===== src/rtl/fp_pkg.sv =====
// fp_pkg: shared state encoding and constants for the FP adder sequencer
package fp_pkg;
    typedef enum logic [2:0] {IDLE, LOAD_A, LOAD_B, WAIT, ABORT, RESULT} state_t;
    localparam int unsigned FP_TIMEOUT_CYCLES = 64;
    localparam logic [31:0] FP_NAN = 32'h7FC0_0000;
endpackage


===== src/rtl/fp_add_sequencer_if.sv =====
// fp_add_sequencer_if: operand request and result handshake bundle
interface fp_add_sequencer_if;
    logic        in_valid;
    logic        in_ready;
    logic [31:0] in_a;
    logic [31:0] in_b;
    logic        out_valid;
    logic        out_ready;
    logic [31:0] out_result;
    logic        out_timeout;
    logic        busy;
    modport master (
        output in_valid, in_a, in_b, out_ready,
        input  in_ready, out_valid, out_result, out_timeout, busy
    );
    modport slave (
        input  in_valid, in_a, in_b, out_ready,
        output in_ready, out_valid, out_result, out_timeout, busy
    );
endinterface


===== src/rtl/fp_timeout_counter.sv =====
// fp_timeout_counter: counts WAIT cycles and flags the last allowed one
module fp_timeout_counter
    import fp_pkg::*;
#(
    parameter int unsigned TIMEOUT_CYCLES = FP_TIMEOUT_CYCLES
) (
    input  logic clk,
    input  logic reset_n,
    input  logic clear,
    input  logic enable,
    output logic expired
);
    localparam int unsigned W = $clog2(TIMEOUT_CYCLES + 1);
    logic [W-1:0] cnt;
    always_ff @(posedge clk or negedge reset_n) begin
        if (!reset_n) cnt <= '0;
        else if (clear) cnt <= '0;
        else if (enable) cnt <= cnt + 1'b1;
    end
    assign expired = cnt == W'(TIMEOUT_CYCLES - 1);
endmodule


===== src/rtl/fp_add_sequencer.sv =====
// fp_add_sequencer: feeds operand pairs to a serial fp_adder and returns the sum or a timeout NaN
module fp_add_sequencer
    import fp_pkg::*;
#(
    parameter int unsigned TIMEOUT_CYCLES = FP_TIMEOUT_CYCLES,
    parameter logic [31:0] NAN_RESULT     = FP_NAN
) (
    input  logic                clk,
    input  logic                reset_n,
    fp_add_sequencer_if.slave   bus,
    output logic [31:0]         adder_data,
    output logic                adder_start,
    output logic                adder_reset,
    input  logic                adder_finished,
    input  logic [31:0]         adder_result
);
    state_t      state, state_n;
    logic [31:0] a_q, b_q, data_q;
    logic        expired;
    fp_timeout_counter #(.TIMEOUT_CYCLES(TIMEOUT_CYCLES)) u_timeout (
        .clk     (clk),
        .reset_n (reset_n),
        .clear   (state != WAIT),
        .enable  (state == WAIT && !adder_finished),
        .expired (expired)
    );
    always_comb begin
        state_n = state;
        case (state)
            IDLE:    state_n = bus.in_valid ? LOAD_A : IDLE;
            LOAD_A:  state_n = LOAD_B;
            LOAD_B:  state_n = WAIT;
            WAIT:    state_n = adder_finished ? RESULT : expired ? ABORT : WAIT;
            ABORT:   state_n = RESULT;
            RESULT:  state_n = bus.out_ready ? IDLE : RESULT;
            default: state_n = IDLE;
        endcase
    end
    always_ff @(posedge clk or negedge reset_n) begin
        if (!reset_n) begin
            state           <= IDLE;
            a_q             <= '0;
            b_q             <= '0;
            data_q          <= '0;
            bus.out_result  <= '0;
            bus.out_timeout <= 1'b0;
            adder_reset     <= 1'b1;
        end else begin
            state       <= state_n;
            data_q      <= adder_data;
            adder_reset <= state_n == ABORT;
            if (state == IDLE && bus.in_valid) begin
                a_q <= bus.in_a;
                b_q <= bus.in_b;
            end
            if (state == WAIT && adder_finished) begin
                bus.out_result  <= adder_result;
                bus.out_timeout <= 1'b0;
            end else if (state_n == ABORT) begin
                bus.out_result  <= NAN_RESULT;
                bus.out_timeout <= 1'b1;
            end
        end
    end
    // the adder bus keeps its last word outside the two load cycles
    assign adder_data    = state == LOAD_A ? a_q : state == LOAD_B ? b_q : data_q;
    assign adder_start   = state == LOAD_A;
    assign bus.in_ready  = state == IDLE;
    assign bus.out_valid = state == RESULT;
    assign bus.busy      = state != IDLE;
endmodule


===== src/flat_wrapper.sv =====
// flat-port wrapper written by rule: the top's interface ports become plain ports
module fp_add_sequencer_flat import fp_pkg::*;
#(
    parameter int unsigned TIMEOUT_CYCLES = FP_TIMEOUT_CYCLES,
    parameter logic [31:0] NAN_RESULT     = FP_NAN
)
  (clk, reset_n, adder_data, adder_start, adder_reset, adder_finished, adder_result, bus_in_valid, bus_in_a, bus_in_b, bus_out_ready, bus_in_ready, bus_out_valid, bus_out_result, bus_out_timeout, bus_busy);
  fp_add_sequencer_if bus_i ();
  input  logic clk;
  input  logic reset_n;
  output logic [31:0] adder_data;
  output logic adder_start;
  output logic adder_reset;
  input  logic adder_finished;
  input  logic [31:0] adder_result;
  input wire logic [$bits(bus_i.in_valid)-1:0] bus_in_valid;
  input wire logic [$bits(bus_i.in_a)-1:0] bus_in_a;
  input wire logic [$bits(bus_i.in_b)-1:0] bus_in_b;
  input wire logic [$bits(bus_i.out_ready)-1:0] bus_out_ready;
  output wire logic [$bits(bus_i.in_ready)-1:0] bus_in_ready;
  output wire logic [$bits(bus_i.out_valid)-1:0] bus_out_valid;
  output wire logic [$bits(bus_i.out_result)-1:0] bus_out_result;
  output wire logic [$bits(bus_i.out_timeout)-1:0] bus_out_timeout;
  output wire logic [$bits(bus_i.busy)-1:0] bus_busy;
  assign bus_i.in_valid = bus_in_valid;
  assign bus_i.in_a = bus_in_a;
  assign bus_i.in_b = bus_in_b;
  assign bus_i.out_ready = bus_out_ready;
  assign bus_in_ready = bus_i.in_ready;
  assign bus_out_valid = bus_i.out_valid;
  assign bus_out_result = bus_i.out_result;
  assign bus_out_timeout = bus_i.out_timeout;
  assign bus_busy = bus_i.busy;
  fp_add_sequencer #(.TIMEOUT_CYCLES(TIMEOUT_CYCLES), .NAN_RESULT(NAN_RESULT)) u_core (.clk(clk), .reset_n(reset_n), .bus(bus_i), .adder_data(adder_data), .adder_start(adder_start), .adder_reset(adder_reset), .adder_finished(adder_finished), .adder_result(adder_result));
endmodule

===== config.mk =====
export PLATFORM = sky130hd
export DESIGN_NAME = fp_add_sequencer_flat
export DESIGN_NICKNAME = d
export VERILOG_FILES = /design/src/rtl/fp_pkg.sv /design/src/rtl/fp_add_sequencer_if.sv /design/src/rtl/fp_timeout_counter.sv /design/src/rtl/fp_add_sequencer.sv /design/src/flat_wrapper.sv
export SDC_FILE = /design/constraint.sdc
export NUM_CORES = 1
export LEC_CHECK = 0
export BUFFER_PORTS_ARGS = -buffer_cell sky130_fd_sc_hd__buf_2
export CAP_MARGIN = 20
export CORE_UTILIZATION = 47
export DETAILED_ROUTE_END_ITERATION = 8
export HOLD_SLACK_MARGIN = 0.08
export PLACE_DENSITY = 0.76
export SLEW_MARGIN = 40
export SYNTH_ARGS = -nofsm -noshare
export SYNTH_HDL_FRONTEND = slang
export SYNTH_HIERARCHICAL = 1
export SYNTH_SLANG_ARGS = --single-unit

===== constraint.sdc =====
create_clock -name clk -period 1.72 [get_ports clk]
set_clock_uncertainty 0.1 [all_clocks]
set_input_delay 0.172 -clock clk [delete_from_list [all_inputs] [get_ports clk]]
set_output_delay 0.172 -clock clk [all_outputs]
set_load 0.01 [all_outputs]

==> flow_summary_export.csv <==
group,metric,value,unit
outcome,status,"finished with violations",
outcome,violations,"negative setup slack",
layout,drive_gt1_frac,0.5225,
pwr,p_int,0.01273,W
grt,antenna_found_initial,0,
pwr,p_sw,0.006409,W
grt,track_usage,0.2704,
worst_hold_path,worstHoldStart,"bus_in_valid",
synthesis,ys_seq_area_frac,0.5916,
timing,max_freq,446.9,MHz
timing,setup_viol,145,
timing,worst_slack,-0.5176,ns
timing,hold_viol,0,
worst_setup_path,r2r_cells,10,
pwr,p_comb_frac,0.491,
job,drv_cap,0,
pwr,ir_worst_vdd,0.9332,mV
timing,worst_pin_slew,0.4446,ns
synthesis,syn_area,0.005924,mm²
floorplan,dieHeight,114.3,µm
detailed_routing,wl_per_cell,20.07,µm
placed_design,portBuffers,170,
synthesis,synth_cells,408,
detailed_routing,dr.pass1.iters,4,
placed_design,place_area,0.007133,mm²
timing,slew_violations,0,
timing,fin_crit,2.238,ns
worst_setup_path,path_max_fanout,8,
worst_setup_path,r2r_start,"u_core/state[2]$_DFF_PN0_",
timing,maxSlewHeadroom,0.7036,
synthesis,ys_warn_count,6,
layout,design_area,0.009897,mm²
worst_setup_path,reg2reg_to,"u_core/u_timeout/cnt[5]$_DFFE_PN0P_",
detailed_routing,drtIter0Drc,306,
grt,grt_pass1_vias,5115,
layout,area_growth,67.05,%
detailed_routing,ant_nets,0,
clocking,clk_pin_slew,0.05,ns
worst_setup_path,critPathLaunchType,"flip-flop",
pwr,power_frac_seq,0.305,
pwr,powerDensity,1934,mW/mm²
layout,layout_common_cells,"166 x buf_2, 137 x dfrtp_1, 98 x dlygate4sd3_1",
timing,fin_crit_sh,1.301,
pwr,swShare,0.3348,
worst_setup_path,crit_type,"reg2out",
layout,utilization,0.8138,
floorplan,ioPinCount,171,
detailed_routing,dr_total_vias,4855,
timing,fin_tns_setup,-32.85,ns
detailed_routing,route.final.wire_length,18970,µm
worst_setup_path,crit_arrival,1.97,ns
floorplan,core,0.01216,mm²
worst_hold_path,holdPathStages,4,
synthesis,ys_ff_latch,140,
clocking,clk_latency,0.41,ns
placed_design,gp_congestion,0.7643,
detailed_routing,drc,0,
clocking,cts_buffers,17,
floorplan,std_cell_rows,40,
layout,insertedDiodeCount,0,
synthesis,ys_types,41,
pwr,power.leakage,4.692,nW
clocking,cts.path.max_buffers,2,
worst_hold_path,hold_class,"in2reg",
clocking,cts_htree_levels,4,
floorplan,fp.dieW,114.3,µm
layout,final_nets,866,
floorplan,start_util,0.4871,
placed_design,hpwl,8659,µm
worst_setup_path,required,1.45,ns
floorplan,dieArea,0.01306,mm²
clocking,root_buffer,"clkbuf_16",
grt,grt_max_degree,49,
layout,layout_commonest_cell,"buf_2",
worst_setup_path,endpoint_kind,"output port",
worst_hold_path,hold_end,"u_core/bus.out_timeout$_DFFE_PN0P_",
synthesis,syn_nets,510,
clocking,cts.sinks,140,
clocking,cts_tree,"done",
timing,rsz0062_at_grt,"true",
pwr,power.share.clock,0.204,
worst_setup_path,r2r_slack,-0.30,ns
synthesis,syn_avg_cell_area,14.52,µm²
grt,gr-total-overflow,0,
detailed_routing,vias_per_cell,5.138,
grt,grt_pass1_wl,26450,µm
[metrics by stage]
stage	hold slack, ns	total power, W	instances	worst slack [ns]
floorplan	-0.2236	0.009907	408	-0.02196
global placement	0.03141	0.01198	756	-0.02210
detailed placement	0.03210	0.01224	756	-0.09490
CTS	0.08240	0.01750	905	-0.4765
global route	0.09351	0.02000	945	-0.6192
finish	0.08004	0.01914	945	-0.5176
[cells by family (layout without fill, tap and decap cells)]
group	Yosys count	count (layout)	share of synthesized area
and+or+nand+nor	65	65	0.05702
DFF	140	140	0.5916
buffers and inverters	27	396	0.04329
xor gates and xnor gates	4	4	0.005914
adders and majority gates	1	1	0.002112
AOI/OAI and AO/OA	74	74	0.08469
muxes	97	97	0.2154
[cells in the mapped netlist (all sizes together)]
cell type,count,area (µm²)
or3,2,12.51
ha,1,12.51
or2,1,6.260
a211oi,2,15.01
a22o,23,201.4
nand4,3,25.02
buf,21,234.0
nand2,36,135.1
o22a,9,78.83
xor2,3,26.28
dfstp,1,26.28
a21oi,3,15.01
o21ai,36,183.9
nand3b,2,15.01
and2,2,15.02
and3b,1,8.760
clkbuf,3,11.26
nand2b,1,6.260
mux2i,33,330.3
mux2,64,945.9
nor2,11,65.06
xnor2,1,8.760
o211ai,1,7.510
nor3b,3,27.52
nor3,2,15.01
inv,3,11.26
nor2b,1,6.260
dfrtp,139,3478
[metal layers]
metal / global-route usage / routed length (µm) / up-vias
li1: - / - / 2171
met1: 0.3329 / 7687 / 2443
met2: 0.4578 / 9807 / 206
met3: 0.06723 / 1069 / 35
met4: 0.1074 / 405 / 0
met5: 0 / 0 / -
[registers in the layout, summed over array words and instances (netlist names)]
signal / flops
u_core/a_q: 32
u_core/data_q: 32
u_core/bus.out_timeout: 1
u_core/state: 3
u_core/b_q: 32
u_core/u_timeout/cnt: 7
u_core/adder_reset: 1
u_core/bus.out_result: 32
[worst max path at each step]
stage / startpoint / endpoint / slack, ns / cells past startpoint
floorplan: u_core/state[2]$_DFF_PN0_ / u_core/a_q[0]$_DFFE_PN0P_ / -0.02 / 6
global route: u_core/state[0]$_DFF_PN0_ / adder_data[3] / -0.62 / 6
global placement: u_core/state[2]$_DFF_PN0_ / adder_data[6] / -0.02 / 5
detailed placement: u_core/state[0]$_DFF_PN0_ / adder_data[0] / -0.09 / 5
finish: u_core/state[0]$_DFF_PN0_ / adder_data[29] / -0.52 / 7
CTS: u_core/state[2]$_DFF_PN0_ / adder_data[19] / -0.48 / 6
[critical path: stages, from the launching register on]
cell,delay (ns)
dfrtp_2,0.44
buf_4,0.15
nor3b_4,0.15
buf_6,0.13
buf_16,0.13
buf_12,0.14
o21ai_1,0.23
buf_2,0.18
[area by class of cell]
| cell class | count | area [µm²] |
|---|---|---|
| Inverter | 3 | 11.26 |
| Tap cell | 168 | 210.2 |
| Sequential cell | 140 | 3507 |
| Multi-Input combinational cell | 241 | 2400 |
| Clock inverter | 11 | 163.9 |
| Timing Repair Buffer | 361 | 3134 |
| Clock buffer | 21 | 470.5 |
| Fill cell | 644 | 2265 |
[power by group through the flow]
stage | logic (W) | registers [W] | clock network (W)
after global placement | 0.00635 | 0.00563 | 0
after CTS | 0.00784 | 0.00569 | 0.00396
after global routing | 0.00990 | 0.00596 | 0.00414
after floorplan | 0.00422 | 0.00569 | 0
after detailed placement | 0.00654 | 0.00570 | 0
final | 0.00940 | 0.00583 | 0.00391
[timing repair]
action,in CTS,in global routing
hold buffers,98,0
setup endpoints to repair,59,143
gates resized for setup,31,79
endpoints found under the hold margin,236,0
setup buffers,13,36
pin swaps,10,48
gates cloned,6,10
Power figures use the tool's default switching activity.
